File: src/rtl/freq_meter_pkg.sv
// Shared definitions for the frequency-meter clk-domain blocks:
// FSM state encoding, gate-range codes, count width and gate-length helper.
package freq_meter_pkg;

    typedef enum logic [1:0] {
        IDLE  = 2'd0,
        ARM   = 2'd1,
        GATE  = 2'd2,
        LATCH = 2'd3
    } state_t;

    localparam logic [1:0] RANGE_10MS  = 2'd0;
    localparam logic [1:0] RANGE_100MS = 2'd1;
    localparam logic [1:0] RANGE_1S    = 2'd2;

    localparam int unsigned CNT_W = 14;

    // Gate length in clk cycles for a range: 1 s / 10^(2 - range)
    function automatic int unsigned gate_len(input int unsigned cycles_1s,
                                             input logic [1:0]  rng);
        case (rng)
            RANGE_10MS:  gate_len = cycles_1s / 100;
            RANGE_100MS: gate_len = cycles_1s / 10;
            default:     gate_len = cycles_1s;
        endcase
    endfunction

endpackage

File: src/rtl/fxin_edge_sync.sv
// Fxin synchroniser (two flops) plus a third flop for rising-edge detect.
// edge_pulse is a single clk-cycle pulse per Fxin rising edge.
module fxin_edge_sync (
    input  logic Clk,
    input  logic Rst,
    input  logic Fxin,
    output logic edge_pulse
);

    logic sync1;
    logic sync2;
    logic sync3;

    // Synchroniser chain and delayed copy for edge detection
    always_ff @(posedge Clk) begin
        if (Rst) begin
            sync1 <= 1'b0;
            sync2 <= 1'b0;
            sync3 <= 1'b0;
        end else begin
            sync1 <= Fxin;
            sync2 <= sync1;
            sync3 <= sync2;
        end
    end

    assign edge_pulse = sync2 & ~sync3;

endmodule

File: src/rtl/freq_gate_ctrl.sv
// Frequency-counter gate controller: sequenced gate window, Fxin edge count
// with saturation, Start/Busy/Valid handshake.
// Optional auto-ranging of the gate time is enabled by defining
// FREQ_AUTORANGE_EN; otherwise the range comes from Range_Sel.
module freq_gate_ctrl
    import freq_meter_pkg::*;
#(
    parameter int unsigned GATE_CYCLES_1S = 100_000_000,
    parameter int unsigned CNT_MAX        = 9999,
    parameter int unsigned UNDER_THRESH   = 1000,
    parameter int unsigned TMR_W          = 27
) (
    input  logic             Clk,
    input  logic             Rst,
    input  logic             Fxin,
    input  logic             Start,
    input  logic             Abort,
    input  logic [1:0]       Range_Sel,
    output logic             Busy,
    output logic             Valid,
    output logic [CNT_W-1:0] Count_Out,
    output logic [1:0]       Res_Range,
    output logic             Overflow
);

    localparam logic [TMR_W-1:0] TMR_LD_10MS  = TMR_W'(gate_len(GATE_CYCLES_1S, RANGE_10MS) - 1);
    localparam logic [TMR_W-1:0] TMR_LD_100MS = TMR_W'(gate_len(GATE_CYCLES_1S, RANGE_100MS) - 1);
    localparam logic [TMR_W-1:0] TMR_LD_1S    = TMR_W'(gate_len(GATE_CYCLES_1S, RANGE_1S) - 1);
    localparam logic [CNT_W-1:0] CNT_SAT      = CNT_W'(CNT_MAX);
    localparam logic [CNT_W-1:0] CNT_UNDER    = CNT_W'(UNDER_THRESH);

    state_t           state;
    state_t           state_nxt;
    logic             edge_pulse;
    logic [CNT_W-1:0] counter;
    logic [TMR_W-1:0] timer;
    logic [1:0]       range;
    logic             ovf_flag;

    logic             cnt_full;
    logic             ovf_evt;
    logic             restart;
    logic             gate_done;
    logic [1:0]       arm_range;
    logic [TMR_W-1:0] tmr_load;
    logic [CNT_W-1:0] cnt_nxt;
    logic             flag_nxt;

    fxin_edge_sync u_sync (
        .Clk        (Clk),
        .Rst        (Rst),
        .Fxin       (Fxin),
        .edge_pulse (edge_pulse)
    );

    // Datapath decode: overflow/restart detection, range to arm with, next count
    always_comb begin
        cnt_full  = (counter == CNT_SAT);
        ovf_evt   = (state == GATE) && edge_pulse && cnt_full;
        gate_done = (state == GATE) && (timer == '0);
`ifdef FREQ_AUTORANGE_EN
        restart   = ovf_evt && (range != RANGE_10MS);
        arm_range = range;
`else
        restart   = 1'b0;
        arm_range = (Range_Sel == 2'd3) ? RANGE_1S : Range_Sel;
`endif
        case (arm_range)
            RANGE_10MS:  tmr_load = TMR_LD_10MS;
            RANGE_100MS: tmr_load = TMR_LD_100MS;
            default:     tmr_load = TMR_LD_1S;
        endcase
        cnt_nxt  = (edge_pulse && !cnt_full) ? counter + 1'b1 : counter;
        flag_nxt = ovf_flag | ovf_evt;
    end

    // State register
    always_ff @(posedge Clk) begin
        if (Rst) state <= IDLE;
        else     state <= state_nxt;
    end

    // Next-state logic; Abort has priority over restart and gate completion
    always_comb begin
        state_nxt = state;
        case (state)
            IDLE:    if (Start) state_nxt = ARM;
            ARM:     state_nxt = Abort ? IDLE : GATE;
            GATE: begin
                if (Abort)          state_nxt = IDLE;
                else if (restart)   state_nxt = ARM;
                else if (gate_done) state_nxt = LATCH;
            end
            LATCH:   state_nxt = IDLE;
            default: state_nxt = IDLE;
        endcase
    end

    // Handshake outputs decoded from state
    always_comb begin
        Busy  = (state == ARM) || (state == GATE);
        Valid = (state == LATCH);
    end

    // Counter, timer, range and result registers.
    // Results are loaded on the last GATE cycle (including that cycle's edge)
    // so they are already stable while Valid is high in LATCH.
    always_ff @(posedge Clk) begin
        if (Rst) begin
            counter   <= '0;
            timer     <= '0;
            range     <= RANGE_1S;
            ovf_flag  <= 1'b0;
            Count_Out <= '0;
            Res_Range <= RANGE_1S;
            Overflow  <= 1'b0;
        end else begin
            case (state)
                ARM: begin
                    if (!Abort) begin
                        counter  <= '0;
                        ovf_flag <= 1'b0;
                        timer    <= tmr_load;
                        range    <= arm_range;
                    end
                end
                GATE: begin
                    if (!Abort) begin
                        if (restart) begin
                            range <= range - 1'b1;
                        end else begin
                            counter  <= cnt_nxt;
                            ovf_flag <= flag_nxt;
                            if (timer != '0) timer <= timer - 1'b1;
                            if (gate_done) begin
                                Count_Out <= cnt_nxt;
                                Res_Range <= range;
                                Overflow  <= flag_nxt;
                            end
                        end
                    end
                end
                LATCH: begin
`ifdef FREQ_AUTORANGE_EN
                    if ((counter < CNT_UNDER) && !ovf_flag && (range < RANGE_1S))
                        range <= range + 1'b1;
`endif
                end
                default: ;
            endcase
        end
    end

endmodule

File: config.mk
export PLATFORM = sky130hd
export DESIGN_NAME = freq_gate_ctrl
export DESIGN_NICKNAME = d
export VERILOG_FILES = /design/src/rtl/freq_meter_pkg.sv /design/src/rtl/fxin_edge_sync.sv /design/src/rtl/freq_gate_ctrl.sv
export SDC_FILE = /design/constraint.sdc
export NUM_CORES = 1
export LEC_CHECK = 0
export ABC_AREA = 1
export CORE_MARGIN = 2
export CORE_UTILIZATION = 25
export CTS_BUF_LIST = sky130_fd_sc_hd__clkbuf_8
export CTS_CLUSTER_DIAMETER = 80
export DETAILED_ROUTE_END_ITERATION = 8
export HOLD_SLACK_MARGIN = 0.06
export PLACE_DENSITY_LB_ADDON = 0.05
export SLEW_MARGIN = 20
export SYNTH_ARGS = -nofsm -noshare
export SYNTH_HDL_FRONTEND = slang
export SYNTH_SLANG_ARGS = --single-unit
File: constraint.sdc
create_clock -name Clk -period 4.78 [get_ports Clk]
set_input_delay 0.956 -clock Clk [delete_from_list [all_inputs] [get_ports Clk]]
set_output_delay 0.956 -clock Clk [all_outputs]
set_load 0.005 [all_outputs]
==> reports/summary.txt, run 1 <==
Status: complete, no violations
Count leader, synth: nand2_1
Startpoint types: flop
Share of layout cells above drive strength 1: 5.82%
Finished layout cell area: 4280 um2
Syn-to-layout area delta: 17.3%
Final GP Congestion: 0.809
Slowest CP cell: nor2_4
Sink Count: 66
Async S/R FF share, synth: 0%
Die X: 125 um
Min Tclk post-route: 2.62 ns
Num ports: 26
Clock input transition at the sequential cells of the worst setup and hold paths: 0.08 ns
Max-cap violations: 0
Die area: 15600 um2
Worst setup path class: reg2reg
Sequential share of the synthesized area: 36.2%
Nets: 609
FF-to-FF End: Count_Out[13]$_SDFFE_PP0P_
Clk_lat worst skew: 0.36 ns
Setup crit end: Count_Out[13]$_SDFFE_PP0P_
Drt initial violations: 162
Finish-stage setup viols: 0
DRC viols: 0
Reg2reg start: state[0]$_SDFFE_PP0P_
Vias per inst: 4.54
Number of flops mapped to enable cells by yosys: 0
PortBufs: 25
Crit path required time: 5.09 ns
Max-slew headroom: 30.9%
Fillers: 1637
H-Tree Depth: 3
CTS resizes: 0
Max-slew violation count: 0
Largest area contributor in the netlist: dfxtp_1
Initial Util: 25.3%
Ys flop type: dfxtp_1
Fmax: 0.381 GHz
Final Hold Viols: 0
Antenna violations before repair: 0
Final Hold Slack: 0.409 ns
Drt total wl: 11.0 mm
Maximum fanout along the worst path: 19
Max Clock Skew: 0.00915 ns
CTS Buf Count: 9
# Post-CTS Setup Buffers: 0
Total GRT Usage: 14.7%
CP endpoint kind: flop
Crit path launch: state[0]$_SDFFE_PP0P_
# hold bufs at CTS: 0
Die Ht: 125 um
CORE AREA: 14400 um2
Pre-Repair DR Iteration Count: 4
Worst slew pin tran: 1.04 ns
DP HPWL: 7.53 mm
CTS tree: yes
Worst path cell trace: inv_1 -> ha_1 -> buf_4 -> inv_2 -> nor2_4 -> nand2_2 -> clkinv_2 -> nor2_1 -> nor2_1 -> o21ai_0 -> inv_1
Synthesized flop and latch total: 66
Synth top area share: 36.2%
CP delay by family, top: simple AND/OR/NAND/NOR gates
Largest net degree at the start of global routing: 35
PD cells: 339 nW/um2
Unrepaired setup endpoints after global routing: no
Worst-case clock buffer depth: 2
Fin Setup TNS: 0 ns
Fin crit share: 54.9%
Avg Inst Size Synth: 6.34 um2
Stages on worst setup path: 11
Vias in the first global route: 3556
Synth area leaders: dfxtp_1 36%, nand2_1 16%, nor2_1 13%
Inserted Diodes: 0
Mapped Cells: 576
DP Area: 4060 um2
ANT nets after route: 0
Worst path arrival time: 2.93 ns
Grt total ovfl: 0
Syn_nets: 589
Hold WC Path Type: reg2reg
Root buf cell: clkbuf_8
Synth Warn #: 0
Reg2Reg Setup Slack: 2.16 ns
Crit-path max cell delay: 0.49 ns
Synth cell count leaders: 153 x nand2_1, 122 x nor2_1, 66 x dfxtp_1, 47 x a21oi_1, 45 x o21ai_0
Overall Power: 1.45 mW
Maximum VDD drop: 0.142 mV
Reg2Reg Depth: 11
Wire length per cell after detailed routing: 14.0 um
Placement row count: 44
Leakage: 1.77 nW
WP buf/inv: 5
First-pass GRT wire length: 18.2 mm
Mapped Area: 3650 um2
Total vias in the final route: 3560
Number of library cell types mapped by synthesis: 31
[where the power goes]
| part | leakage, nW | internal (mW) | switching, mW |
|---|---|---|---|
| combinational | 1.12 | 0.105 | 0.214 |
| clock | 0.108 | 0.298 | 0.233 |
| sequential | 0.536 | 0.573 | 0.0257 |
[through the flow]
step / worst slack (ns) / util (%) / cells
2_1_floorplan: 2.87 / - / 576
3_3_place_gp: 1.78 / 28.1 / 769
3_5_place_dp: 1.72 / 28.1 / 769
4_1_cts: 2.04 / 29.7 / 785
5_1_grt: 1.88 / 29.7 / 785
6_report: 2.16 / 29.7 / 785
[area by class of cell]
class	count	area, um2	area share [%]
Clock buffer	13	179	4.18
Clock inverter	3	45.0	1.05
Inverter	44	166	3.89
Multi-Input combinational cell	447	2070	48.3
Sequential cell	66	1320	30.9
Tap cell	184	230	5.38
Timing Repair Buffer	28	273	6.37
[routing by layer]
layer	wire (um)	GRT usage [%]	vias to the layer above
met3	427	4.12	16
li1	-	-	1878
met2	5450	25.8	51
met4	230	5.16	0
met1	4880	17.0	1615
met5	0	0	-
[cell usage in the layout (no fill, tap or decap), types with 2 or more instances in the layout]
master	netlist	layout
a21oi_1	47	47
and2_1	2	2
buf_4	0	3
clkbuf_8	0	13
clkdlybuf4s50_1	0	25
clkinvlp_4	0	2
dfxtp_1	66	66
ha_1	6	6
inv_1	41	41
inv_2	2	2
nand2_1	153	153
nand2_2	4	4
nand3_1	24	24
nand3b_1	4	4
nand4_1	5	5
nor2_1	122	122
nor2_2	2	2
nor2_4	2	2
nor3_1	6	6
o21ai_0	45	45
o31ai_1	3	3
or2_2	3	3
xnor2_1	6	6
xor2_1	8	8
[cell families (layout without fill, tap and decap cells)]
family | count (synthesis) | count (layout) | synth area share [%]
buf+inv | 63 | 88 | 7.20
fa+ha+maj | 6 | 6 | 2.06
compound gates | 99 | 99 | 14.3
simple gates | 328 | 328 | 36.9
flops | 66 | 66 | 36.2
xor+xnor | 14 | 14 | 3.36
[state kept, by name, summed over array words and instances (netlist names)]
register	count
Overflow	1
u_sync.sync3	1
state	2
u_sync.sync1	1
timer	27
u_sync.sync2	1
ovf_flag	1
counter	14
Count_Out	14
Res_Range	2
range	2
[worst min path at each step]
stage | from | endpoint | cells after the start
after detailed placement | u_sync.sync1$_SDFF_PP0_ | u_sync.sync2$_SDFF_PP0_ | 2
after global placement | u_sync.sync1$_SDFF_PP0_ | u_sync.sync2$_SDFF_PP0_ | 2
after floorplan | u_sync.sync1$_SDFF_PP0_ | u_sync.sync2$_SDFF_PP0_ | 2
after CTS | u_sync.sync1$_SDFF_PP0_ | u_sync.sync2$_SDFF_PP0_ | 2
after global routing | u_sync.sync1$_SDFF_PP0_ | u_sync.sync2$_SDFF_PP0_ | 2
final | u_sync.sync1$_SDFF_PP0_ | u_sync.sync2$_SDFF_PP0_ | 2
[worst min-delay path: cells and delay by family (launching register included)]
kind / cells / cell delay, ns
simple gates: 1 / 0.03
flops: 1 / 0.30
buf+inv: 1 / 0.04
Power figures use the tool's default switching activity.
==> run 2: changes to the inputs <==
==> constraint.sdc (replaced) <==
create_clock -name Clk -period 2.3 [get_ports Clk]
set_input_delay 0.46 -clock Clk [delete_from_list [all_inputs] [get_ports Clk]]
set_output_delay 0.46 -clock Clk [all_outputs]
set_load 0.005 [all_outputs]
==> run 2 against run 1 <==
Net effect: first-iteration DRC count rose by 21%; global-route usage up 0.23 points; clock power grew 120%; cell count is 1.1% higher; critical path type is now reg2out; worst setup slack worse by 1.9 ns; sequential cell count is the same; routed wire length is 0.84% higher; die area did not move; design area rose by 1.7%; clock skew about the same.
==> reports/summary.txt, run 2 (synthesized netlist as in run 1, its figures left out) <==
CTS tree: yes
Fin Setup TNS: 0 ns (unchanged)
Vias in the first global route: 3613 (+1.6%)
Max-cap violations: 0 (unchanged)
Commonest cells after routing, fill and taps aside: 153 x nand2_1, 122 x nor2_1, 66 x dfxtp_1
Reg2Reg Depth: 10 (-1)
Max-slew violation count: 0 (unchanged)
Hold WC Path Type: reg2reg
CTS resizes: 0 (unchanged)
Reg2Reg Setup Slack: 0.28 ns (-1.88 ns)
Die Ht: 125 um (unchanged)
Maximum fanout along the worst path: 4 (-15)
Initial Util: 25.3% (unchanged)
Placement row count: 44 (unchanged)
CP endpoint kind: output pin
Sink Count: 66 (unchanged)
# hold bufs at CTS: 0 (unchanged)
Most common cell after layout, fill and taps aside: nand2_1
Min Tclk post-route: 2.07 ns
Clock input transition at the sequential cells of the worst setup and hold paths: 0.08 ns (about the same)
Post-Layout Cell Count: 794 (+1.1%)
Inserted Diodes: 0 (unchanged)
Syn-to-layout area delta: 19.3%
Crit path launch: state[1]$_SDFFE_PP0P_
Worst setup path class: reg2out
FF-to-FF End: timer[7]$_SDFFE_PP0P_
Final GP Congestion: 0.833 (+3.0%)
Die X: 125 um (unchanged)
Core Util, Final: 30.2% (+0.50 points)
Total GRT Usage: 14.9% (+0.23 points)
Nets: 618 (+1.5%)
First-pass GRT wire length: 18.5 mm (+1.3%)
Fin crit share: 90.1%
Placed instance count: 778 (+1.2%)
Num ports: 26 (unchanged)
Biggest register: timer
Final Hold Viols: 0 (unchanged)
PortBufs: 25 (unchanged)
Max-slew headroom: 65.6% (+35 points)
ANT nets after route: 0 (unchanged)
H-Tree Depth: 3 (unchanged)
Worst path arrival time: 1.61 ns (-1.32 ns)
Drt total wl: 11.1 mm (+0.84%)
Reg2reg start: timer[0]$_SDFFE_PP0P_
Pre-Repair DR Iteration Count: 4 (unchanged)
DP HPWL: 7.72 mm (+2.5%)
Largest net degree at the start of global routing: 32 (-8.6%)
Drt initial violations: 196 (+21%)
Crit path required time: 1.84 ns (-3.25 ns)
Number of flip-flops in the largest register: 27 (unchanged)
Finished layout cell area: 4350 um2 (+1.7%)
Status: complete, no violations
DP Area: 4120 um2 (+1.7%)
PD cells: 708 nW/um2 (+110%)
# Post-CTS Setup Buffers: 0 (unchanged)
Final Hold Slack: 0.407 ns (-0.00203 ns)
Root buf cell: clkbuf_8
CORE AREA: 14400 um2 (unchanged)
Worst slew pin tran: 0.514 ns (-0.522 ns)
PnR worst setup slack: 0.227 ns (-1.93 ns)
Worst-case clock buffer depth: 2 (unchanged)
Setup crit end: Busy
Maximum VDD drop: 0.256 mV (+80%)
Regs by FF count: timer: 27 flops, Count_Out: 14 flops, counter: 14 flops
Die area: 15600 um2 (unchanged)
Grt total ovfl: 0 (unchanged)
DRC viols: 0 (unchanged)
Leakage: 1.82 nW (+3.2%)
Wire length per cell after detailed routing: 14.0 um (-0.31%)
Total vias in the final route: 3615 (+1.5%)
Unrepaired setup endpoints after global routing: no
Overall Power: 3.08 mW (+110%)
Fmax: 0.482 GHz
Max Clock Skew: 0.00866 ns (-0.000495 ns)
CTS Buf Count: 9 (unchanged)
Pre-CTS setup slack: 0.112 ns (-1.61 ns)
Antenna violations before repair: 0 (unchanged)
Clk_lat worst skew: 0.37 ns (about the same)
Startpoint types: flop
Share of layout cells above drive strength 1: 7.05% (+1.2 points)
Vias per inst: 4.55 (+0.39%)
Finish-stage setup viols: 0 (unchanged)
run 2: where the power goes:
part | internal [mW] | total [mW] | leakage, nW | switching, mW
Clock | 0.666 | 1.16 | 0.121 | 0.496
Sequential | 1.19 | 1.24 | 0.536 | 0.0530
Combinational | 0.234 | 0.676 | 1.17 | 0.442
Total | 2.09 | 3.08 | 1.82 | 0.991
run 2: worst min-delay path by stage:
stage | from | to | slack (ns) | cells past startpoint
2_1_floorplan | u_sync.sync1$_SDFF_PP0_ | u_sync.sync2$_SDFF_PP0_ | 0.39 | 2
3_3_place_gp | u_sync.sync1$_SDFF_PP0_ | u_sync.sync2$_SDFF_PP0_ | 0.39 | 2
3_5_place_dp | u_sync.sync1$_SDFF_PP0_ | u_sync.sync2$_SDFF_PP0_ | 0.40 | 2
4_1_cts | u_sync.sync1$_SDFF_PP0_ | u_sync.sync2$_SDFF_PP0_ | 0.41 | 2
5_1_grt | u_sync.sync1$_SDFF_PP0_ | u_sync.sync2$_SDFF_PP0_ | 0.42 | 2
6_report | u_sync.sync1$_SDFF_PP0_ | u_sync.sync2$_SDFF_PP0_ | 0.41 | 2
run 2: layer usage:
metal	GRT usage [%]	vias up	routed length (um)
met2	26.3	33	5450
met3	2.58	11	227
met4	5.56	0	159
met5	0	-	0
met1	18.1	1671	5250
li1	-	1900	-
run 2: final cells by class:
class,instances,area (um2)
fillers,1625,10100
well taps,184,230
repair buffers,37,340
inverters,44,166
multi-input cells,447,2070
clock buffers,11,151
flip-flops and latches,66,1320
clock inverters,5,77.6
run 2: critical path, cell delays in order (launching register included):
cell and delay [ns]:
dfxtp_1 0.40, inv_1 0.08, ha_1 0.28, clkdlybuf4s50_1 0.49
==> run 3: changes to the inputs <==
--- a/config.mk
+++ b/config.mk
@@ -7,7 +7,7 @@
 export LEC_CHECK = 0
 export ABC_AREA = 1
 export CORE_MARGIN = 2
-export CORE_UTILIZATION = 25
+export CORE_UTILIZATION = 40
 export CTS_BUF_LIST = sky130_fd_sc_hd__clkbuf_8
 export CTS_CLUSTER_DIAMETER = 80
 export DETAILED_ROUTE_END_ITERATION = 8
==> run 3 against run 2 <==
Net effect: power shrank 5.2%; sequential cell count stayed put; routed wire length decreased by 13%; sequential power is essentially flat; combinational power shrank 2%; via count down 0.75%; critical path depth increased by 7; largest power group unchanged; register-to-register slack worse by 0.07 ns; utilization increased by 18 points; global-route usage grew 5.9 points; die area shrank 36%; fmax shrank 0.77%.
==> reports/summary.txt, run 3 (synthesized netlist as in run 1, its figures left out) <==
Status: complete, no violations
Share of layout cells above drive strength 1: 7.21% (+0.16 points)
CTS tree: yes
Commonest cells after routing, fill and taps aside: 153 x nand2_1, 122 x nor2_1, 66 x dfxtp_1
Hold path depth: 2 (unchanged)
Total GRT Usage: 20.8% (+5.9 points)
Max-slew violation count: 0 (unchanged)
Die area: 9900 um2 (-36%)
Placement row count: 34 (-23%)
Drt total wl: 9.64 mm (-13%)
Vias in the first global route: 3521 (-2.5%)
Fillers: 944 (-42%)
Crit path required time: 2.54 ns (+0.70 ns)
Hold WC Path Type: reg2reg
Final Hold Viols: 0 (unchanged)
CORE AREA: 8810 um2 (-39%)
Grt total ovfl: 0 (unchanged)
Final GP Congestion: 0.899 (+8.0%)
Max-cap violations: 0 (unchanged)
CTS Buf Count: 9 (unchanged)
Pre-CTS setup slack: 0.101 ns (-0.0109 ns)
DRC viols: 0 (unchanged)
Fmax: 0.479 GHz (-0.77%)
Nets: 618 (unchanged)
WP buf/inv: 2 (unchanged)
Reg2Reg Setup Slack: 0.21 ns (-0.07 ns)
Worst path arrival time: 2.32 ns (+0.71 ns)
DP HPWL: 6.83 mm (-12%)
Clock input transition at the sequential cells of the worst setup and hold paths: 0.08 ns (about the same)
Worst setup path class: reg2reg
PnR worst setup slack: 0.211 ns (-0.0160 ns)
Regs by FF count: timer: 27 flops, Count_Out: 14 flops, counter: 14 flops
ANT nets after route: 0 (unchanged)
Number of flip-flops in the largest register: 27 (unchanged)
Worst slew pin tran: 0.430 ns (-0.0847 ns)
FF-to-FF End: timer[6]$_SDFFE_PP0P_
Worst path cell trace: inv_1 -> ha_1 -> nand2_2 -> nor2_4 -> nand2_2 -> o21ai_4 -> nand2_4 -> buf_4 -> o21ai_0 -> nor2_1
Antenna violations before repair: 0 (unchanged)
Sink Count: 66 (unchanged)
Unrepaired setup endpoints after global routing: no
Inserted Diodes: 0 (unchanged)
Finish-stage setup viols: 0 (unchanged)
Largest net degree at the start of global routing: 32 (unchanged)
Vias per inst: 5.00 (+9.8%)
Leakage: 1.80 nW (-1.4%)
Most common cell after layout, fill and taps aside: nand2_1
Maximum fanout along the worst path: 14 (+10)
DP Area: 4030 um2 (-2.3%)
Num ports: 26 (unchanged)
Crit-path max cell delay: 0.31 ns (-0.18 ns)
Most used cell, CP: nand2_2
Startpoint types: flop
Max Clock Skew: 0.00755 ns (-0.00111 ns)
Syn-to-layout area delta: 16.0%
Worst-case clock buffer depth: 2 (unchanged)
PortBufs: 25 (unchanged)
First-pass GRT wire length: 16.4 mm (-11%)
Pre-Repair DR Iteration Count: 4 (unchanged)
Die Ht: 99.5 um (-20%)
HP Start: u_sync.sync1$_SDFF_PP0_
Core Util, Final: 48.1% (+18 points)
Biggest register: timer
Wire length per cell after detailed routing: 13.4 um (-3.7%)
CP endpoint kind: flop
Reg2reg start: timer[0]$_SDFFE_PP0P_
Max-slew headroom: 71.3% (+5.7 points)
Drt initial violations: 99 (-49%)
Min Tclk post-route: 2.09 ns (+0.0160 ns)
Hold EP: u_sync.sync2$_SDFF_PP0_
Reg2Reg Depth: 10 (unchanged)
Slowest CP cell: dfxtp_1
CTS resizes: 0 (unchanged)
Die X: 99.5 um (-20%)
Fin Setup TNS: 0 ns (unchanged)
PD cells: 691 nW/um2 (-2.5%)
H-Tree Depth: 3 (unchanged)
Clk_lat worst skew: 0.35 ns (-0.02 ns)
Overall Power: 2.92 mW (-5.2%)
Finished layout cell area: 4230 um2 (-2.8%)
Maximum VDD drop: 0.308 mV (+20%)
Initial Util: 41.4% (+16 points)
Root buf cell: clkbuf_8
CP delay by family, top: simple AND/OR/NAND/NOR gates
# hold bufs at CTS: 0 (unchanged)
Total vias in the final route: 3588 (-0.75%)
Fin crit share: 90.8% (+0.70 points)
# Post-CTS Setup Buffers: 0 (unchanged)
## run 3: metrics by stage
stage	cells	hold WS [ns]
5_1_grt	718	0.434
3_3_place_gp	702	0.392
2_1_floorplan	576	0.388
3_5_place_dp	702	0.407
6_report	718	0.412
4_1_cts	718	0.418
## run 3: worst max path at each step
stage	from	end	slack, ns	depth (start not counted)
2_1_floorplan	timer[0]$_SDFFE_PP0P_	timer[26]$_SDFFE_PP0P_	0.61	10
3_3_place_gp	Abort	timer[6]$_SDFFE_PP0P_	0.11	9
3_5_place_dp	Abort	timer[6]$_SDFFE_PP0P_	0.10	9
4_1_cts	timer[0]$_SDFFE_PP0P_	timer[6]$_SDFFE_PP0P_	0.18	10
5_1_grt	timer[0]$_SDFFE_PP0P_	timer[6]$_SDFFE_PP0P_	0.08	10
6_report	timer[0]$_SDFFE_PP0P_	timer[6]$_SDFFE_PP0P_	0.21	10
## run 3: metal layers
metal / part of all wire [%] / wire length (um) / vias to the layer above / track usage [%]
li1: - / - / 1887 / -
met2: 49 / 4730 / 56 / 36.3
met4: 2.0 / 195 / 0 / 7.69
met1: 46 / 4410 / 1626 / 24.8
met5: 0 / 0 / - / 0
met3: 3.1 / 299 / 19 / 4.78
## run 3: worst min-delay path: stages, from the launching register on
cell and delay, ns:
dfxtp_1 0.30, inv_1 0.04, nor2_1 0.03
## run 3: layout make-up
type | instances | area, um2 | area share (%)
clock buffers | 10 | 138 | 3.25
inverters | 44 | 166 | 3.93
flip-flops and latches | 66 | 1320 | 31.2
multi-input cells | 447 | 2070 | 48.8
well taps | 108 | 135 | 3.19
clock inverters | 6 | 66.3 | 1.57
repair buffers | 37 | 340 | 8.04
## run 3: power by group
part | total [mW] | internal, mW | switching, mW
registers | 1.24 | 1.19 | 0.0514
logic | 0.664 | 0.234 | 0.430
clock network | 1.02 | 0.529 | 0.487
total | 2.92 | 1.95 | 0.969
